===== config.mk =====
export PLATFORM = sky130hd
export DESIGN_NAME = chan_reconfig_ctrl
export DESIGN_NICKNAME = d
export VERILOG_FILES = /design/src/rtl/chan_ctrl_pkg.sv /design/src/rtl/chan_size_decode.sv /design/src/rtl/chan_reconfig_ctrl.sv
export SDC_FILE = /design/constraint.sdc
export NUM_CORES = 1
export LEC_CHECK = 0
export ABC_AREA = 1
export ABC_CLOCK_PERIOD_IN_PS = 1800
export CORE_MARGIN = 5
export CORE_UTILIZATION = 30
export CTS_CLUSTER_DIAMETER = 100
export DETAILED_ROUTE_END_ITERATION = 8
export PLACE_DENSITY_LB_ADDON = 0.3
export SLEW_MARGIN = 20
export SYNTH_ARGS = -nofsm -noshare
export SYNTH_HDL_FRONTEND = slang
export SYNTH_SLANG_ARGS = --single-unit

===== constraint.sdc =====
create_clock -name clk -period 1.8 [get_ports clk]
set_input_delay 0.36 -clock clk [delete_from_list [all_inputs] [get_ports clk]]
set_output_delay 0.36 -clock clk [all_outputs]
set_load 0.01 [all_outputs]

===== src/rtl/chan_ctrl_pkg.sv =====
// Shared definitions for the channelizer reconfiguration sequencer:
// FSM encoding, supported FFT size range and the size -> log2 helper.
package chan_ctrl_pkg;

    typedef enum logic [1:0] {
        ST_IDLE   = 2'd0,
        ST_GATE   = 2'd1,
        ST_RESET  = 2'd2,
        ST_CONFIG = 2'd3
    } state_t;

    localparam int FFT_MIN      = 8;
    localparam int FFT_MAX      = 2048;
    localparam int DEFAULT_SIZE = 128;

    typedef struct packed {
        logic       valid;
        logic [4:0] nfft;
    } size_info_t;

    // Only exact powers of two inside [FFT_MIN, FFT_MAX] are legal.
    function automatic size_info_t size_to_nfft(input logic [11:0] size);
        size_info_t info;
        info.valid = 1'b0;
        info.nfft  = 5'd0;
        for (int k = $clog2(FFT_MIN); k <= $clog2(FFT_MAX); k++) begin
            if (size == 12'(1 << k)) begin
                info.valid = 1'b1;
                info.nfft  = 5'(k);
            end
        end
        return info;
    endfunction

endpackage


===== src/rtl/chan_size_decode.sv =====
// Combinational legality check and log2 of a requested 12-bit FFT size.
module chan_size_decode (
    input  logic [11:0] size,
    output logic        legal,
    output logic [4:0]  nfft
);
    import chan_ctrl_pkg::*;

    size_info_t info;

    assign info  = size_to_nfft(size);
    assign legal = info.valid;
    assign nfft  = info.nfft;

endmodule


===== src/rtl/chan_reconfig_ctrl.sv =====
// Run-time FFT-size reconfiguration sequencer: gates input, drains the
// pipeline, holds the datapath in reset, then issues the xfft config word.
module chan_reconfig_ctrl #(
    parameter int RESET_CYCLES = 16,
    parameter int DRAIN_CYCLES = 64,
    parameter int DEFAULT_SIZE = chan_ctrl_pkg::DEFAULT_SIZE
) (
    input  logic        clk,
    input  logic        sync_reset,
    input  logic        cfg_req_valid,
    input  logic [11:0] cfg_req_size,
    output logic        cfg_req_ready,
    output logic        cfg_err,
    output logic        in_gate,
    input  logic        out_take,
    input  logic        out_tlast,
    output logic        core_reset,
    output logic [11:0] fft_size,
    output logic        fft_cfg_tvalid,
    output logic [15:0] fft_cfg_tdata,
    input  logic        fft_cfg_tready,
    output logic        busy
);
    import chan_ctrl_pkg::*;

    localparam int CNT_MAX = (RESET_CYCLES > DRAIN_CYCLES) ? RESET_CYCLES : DRAIN_CYCLES;
    localparam int CNT_W   = $clog2(CNT_MAX) + 1;
    localparam logic [CNT_W-1:0] RESET_LAST = CNT_W'(RESET_CYCLES - 1);
    localparam logic [CNT_W-1:0] DRAIN_LAST = CNT_W'(DRAIN_CYCLES - 1);
    localparam size_info_t DEFAULT_INFO = size_to_nfft(12'(DEFAULT_SIZE));

    state_t           state, state_next;
    logic [CNT_W-1:0] cnt, cnt_next;
    logic [11:0]      pending_size;
    logic [4:0]       pending_nfft;
    logic [4:0]       nfft;
    logic             req_legal;
    logic [4:0]       req_nfft;
    logic             accept;
    logic             load_pending;
    logic             load_size;
    logic             err_next;

    chan_size_decode u_size_decode (
        .size  (cfg_req_size),
        .legal (req_legal),
        .nfft  (req_nfft)
    );

    assign accept        = cfg_req_valid & cfg_req_ready;
    assign fft_cfg_tdata = {11'b0, nfft};

    always_ff @(posedge clk or posedge sync_reset) begin
        if (sync_reset) begin
            state <= ST_RESET;
            cnt   <= RESET_LAST;
        end else begin
            state <= state_next;
            cnt   <= cnt_next;
        end
    end

    // The GATE idle counter and the RESET width counter share one register.
    always_comb begin
        state_next   = state;
        cnt_next     = cnt;
        load_pending = 1'b0;
        load_size    = 1'b0;
        err_next     = 1'b0;
        case (state)
            ST_IDLE: begin
                if (accept) begin
                    if (!req_legal) begin
                        err_next = 1'b1;
                    end else if (cfg_req_size != fft_size) begin
                        load_pending = 1'b1;
                        cnt_next     = '0;
                        state_next   = ST_GATE;
                    end
                end
            end
            ST_GATE: begin
                if ((out_take && out_tlast) || (!out_take && cnt == DRAIN_LAST)) begin
                    load_size  = 1'b1;
                    cnt_next   = RESET_LAST;
                    state_next = ST_RESET;
                end else if (out_take) begin
                    cnt_next = '0;
                end else begin
                    cnt_next = cnt + 1'b1;
                end
            end
            ST_RESET: begin
                if (cnt == '0) begin
                    state_next = ST_CONFIG;
                end else begin
                    cnt_next = cnt - 1'b1;
                end
            end
            ST_CONFIG: begin
                if (fft_cfg_tvalid && fft_cfg_tready) begin
                    state_next = ST_IDLE;
                end
            end
            default: begin
                cnt_next   = RESET_LAST;
                state_next = ST_RESET;
            end
        endcase
    end

    // Outputs are registered copies of the next state, so they line up
    // with the state they describe without any combinational path out.
    always_ff @(posedge clk or posedge sync_reset) begin
        if (sync_reset) begin
            pending_size   <= 12'(DEFAULT_SIZE);
            pending_nfft   <= DEFAULT_INFO.nfft;
            fft_size       <= 12'(DEFAULT_SIZE);
            nfft           <= DEFAULT_INFO.nfft;
            core_reset     <= 1'b1;
            in_gate        <= 1'b0;
            fft_cfg_tvalid <= 1'b0;
            cfg_req_ready  <= 1'b0;
            cfg_err        <= 1'b0;
            busy           <= 1'b1;
        end else begin
            if (load_pending) begin
                pending_size <= cfg_req_size;
                pending_nfft <= req_nfft;
            end
            if (load_size) begin
                fft_size <= pending_size;
                nfft     <= pending_nfft;
            end
            core_reset     <= (state_next == ST_RESET);
            in_gate        <= (state_next == ST_IDLE);
            fft_cfg_tvalid <= (state_next == ST_CONFIG);
            cfg_req_ready  <= (state_next == ST_IDLE);
            cfg_err        <= err_next;
            busy           <= (state_next != ST_IDLE);
        end
    end

endmodule


==> results.py, run 1 <==
metrics = {
    "drt": {
        "vias": 2512,
        "routed_wl_um": 6920,
        "drt_iter0_drc": 72,
        "ant_nets": 0,
        "routedWlPerCell_um": 12.0,
        "dr.pass1.iters": 4,
        "via_per_inst": 4.34,
        "drc": 0,
    },
    "global_route": {
        "grt_max_degree": 47,
        "top_usage_layer": "met2",
        "use_met3_pct": 2.58,
        "antenna_found_initial": 0,
        "grt_overflow": 0,
        "grt_use_total_pct": 12.0,
        "use_met2_pct": 19.5,
        "grt_pass1_vias": 2435,
        "grtUsageMet1_pct": 15.7,
        "grt_pass1_wl_um": 11300,
    },
    "cells_and_area": {
        "final_cells": 579,
        "drive_gt1_share_pct": 26.4,
        "num_antenna_cells": 0,
        "fillCellCount": 915,
        "final-seq-area_um2": 1170,
        "final_net_count": 473,
        "synthToLayoutAreaGrowth_pct": 37.2,
        "multi_input_comb_area_um2": 1510,
    },
    "critical_path": {
        "cp.required_ns": 1.99,
        "rr_startpoint": "cnt[1]",
        "path_max_fanout": 20,
        "crit_family": "flip-flops",
        "crit_chain": "ha_4 -> nand3_4 -> nor2_4 -> nand3_2 -> nand2_2 -> nand2_4 -> buf_12 -> mux2_4",
        "critical_path_class": "flop to flop",
        "cp-start-kind": "flop",
        "critPathArrivalTime_ns": 1.94,
        "slowest_delay_ns": 0.57,
        "timing.critical_path.buf_inv": 1,
        "endpoint_kind": "flop",
        "crit_start": "cnt[1]",
        "slowest_stage": "dfstp_2",
    },
    "power": {
        "ir_worst_vdd_mv": 0.813,
        "leakage_nw": 2.03,
        "powerDensity_nw_per_um2": 1180,
    },
    "sta": {
        "grt_setup_unrepaired": "true",
        "fin_skew_ns": 0.0135,
        "drv_slew": 0,
        "max_freq_mhz": 572,
        "whs_ns": 0.404,
        "fin_crit_ns": 1.75,
        "period_share_pct": 97.1,
        "finalWorstSetupSlack_ns": 0.0531,
        "setup_viol": 0,
        "hold_viol": 0,
    },
    "synthesis": {
        "ys_warn_count": 0,
        "synth_area_um2": 2850,
        "ys_ff_latch": 46,
        "synth.avg_cell_area_um2": 7.71,
        "yosysSeqAreaShare_pct": 41.0,
        "yosysUniqueCellTypes": 34,
        "synth_cells": 370,
    },
    "worst_hold_path": {
        "hold_class": "input port to async pin",
    },
    "floorplanning": {
        "core_area_um2": 9240,
        "die_area_um2": 11600,
        "die_x_um": 107,
        "start_util_pct": 30.9,
        "placement_rows": 35,
        "ioPinCount": 52,
        "die_y_um": 107,
    },
    "flow_run": {
        "drv_cap": 0,
    },
    "clock_tree": {
        "cts_tree": "done",
        "ctsRootBufferMaster": "clkbuf_8",
        "cts_max_path_buffers": 2,
        "clkSinkCount": 46,
        "path_clk_slew_ns": 0.10,
        "clock_latency_ns": 0.31,
        "htree_levels": 2,
        "cts_buffers": 5,
    },
    "status": {
        "outcome": "completed",
    },
    "placed_design": {
        "dp_slack_ns": -0.333,
        "dp_hpwl_um": 4870,
        "portBuffers": 39,
        "place_inst": 563,
        "gp_congestion": 0.807,
    },
}
==> worst paths after layout <==
| kind | cells after the start | slack (ns) | endpoint |
|---|---|---|---|
| max | 8 | 0.05 | fft_size[0] |
| min | 3 | 0.40 | fft_size[10] |
| max reg2reg | 8 | 0.05 | fft_size[0] |
| min reg2reg | 2 | 0.47 | pending_size[2] |
| max in group asynchronous | 3 | 1.10 | core_reset |
| min in group clk | 3 | 0.45 | pending_size[11] |
==> worst min-delay path, stage by stage <==
cell             delay, ns
clkdlybuf4s50_1       0.42
inv_2                 0.07
buf_12                0.25
==> flip-flops by register name, indices dropped and copies added (netlist names) <==
signal and count:
busy 1, cfg_err 1, cnt 7, core_reset 1, fft_cfg_tvalid 1, fft_size 12, in_gate 1, nfft 4
pending_nfft 4, pending_size 12, state 2
==> per-stage QoR <==
step | utilization (%) | area (um^2) | power, W | setup TNS, ns
after floorplan | - | 2890 | 0.00291 | 0
after global placement | 38.7 | 3570 | 0.00365 | -8.46
after detailed placement | 38.7 | 3570 | 0.00368 | -8.67
after CTS | 39.6 | 3660 | 0.00437 | 0
after global routing | 42.3 | 3910 | 0.00499 | -0.304
final | 42.3 | 3910 | 0.00462 | 0
==> per-layer routing <==
layer	vias up	share of wire (%)
met5	-	0
met4	0	1.5
met3	8	5.2
met2	60	46
met1	1150	47
li1	1294	-
==> layout make-up <==
type,count,area share [%]
well taps,129,4.13
multi-input cells,270,38.6
flip-flops and latches,46,29.9
repair buffers,81,20.9
clock inverters,2,0.256
clock buffers,6,1.86
inverters,45,4.32
==> report_power, final <==
group	internal (W)	switching, W
clock	0.000270	0.000367
sequential	0.00133	0.000198
combinational	0.00111	0.00135
total	0.00271	0.00191
==> timing repair <==
action	4_1_cts	5_1_grt
cloned	0	2
endpoints found under the setup margin	5	44
gates resized for setup	6	43
buffers inserted	0	6
hold buffers	0	0
pin swaps	2	17
==> logic make-up (layout without fill, tap and decap cells) <==
logic type | Yosys count | count (layout) | synth area share, %
xor gates and xnor gates | 5 | 5 | 1.54
DFF | 46 | 46 | 41.0
other | 1 | 12 | 0.132
AOI/OAI and AO/OA | 39 | 39 | 7.99
adders and majority gates | 6 | 6 | 2.63
buffers and inverters | 65 | 134 | 11.7
muxes | 7 | 7 | 3.69
and+or+nand+nor | 201 | 201 | 31.3
==> Yosys cell counts, drive strengths merged <==
cell type / count / area, um^2
nand2: 118 / 475
a21boi: 1 / 7.51
nand4: 6 / 37.5
conb: 1 / 3.75
nand3: 26 / 145
a31oi: 3 / 18.8
buf: 19 / 151
dfstp: 15 / 394
nand3b: 2 / 15.0
ha: 6 / 75.1
nor2: 41 / 169
nor3: 4 / 25.0
o21a: 1 / 8.76
o21ai: 21 / 124
mux2: 7 / 105
a21oi: 13 / 68.8
clkbuf: 1 / 13.8
inv: 45 / 169
and3: 2 / 12.5
xor2: 2 / 17.5
xnor2: 3 / 26.3
dfrtp: 31 / 776
or2: 2 / 12.5
==> layout by cell type, fill, tap and decap left out, types with 6 or more instances in the layout <==
master           netlist  final
a21oi_1               12     10
buf_4                 15     33
clkdlybuf4s50_1        0     27
conb_1                 1     12
dfrtp_1               31     31
dfstp_2               15     15
dlymetal6s2s_1         0      8
inv_1                 45     41
mux2_4                 7      7
nand2_1              111    106
nand2_2                4      7
nand3_1               23     22
nand4_1                6      6
nor2_1                37     29
nor2_2                 3      8
o21ai_1               11     12
No activity file was read; power rests on OpenSTA's default activity.
==> run 2, diff against run 1 <==
SLEW_MARGIN = 10   (was 20)
==> results of run 2 <==
The final DEF is identical to that of run 1; final timing and power are the same.
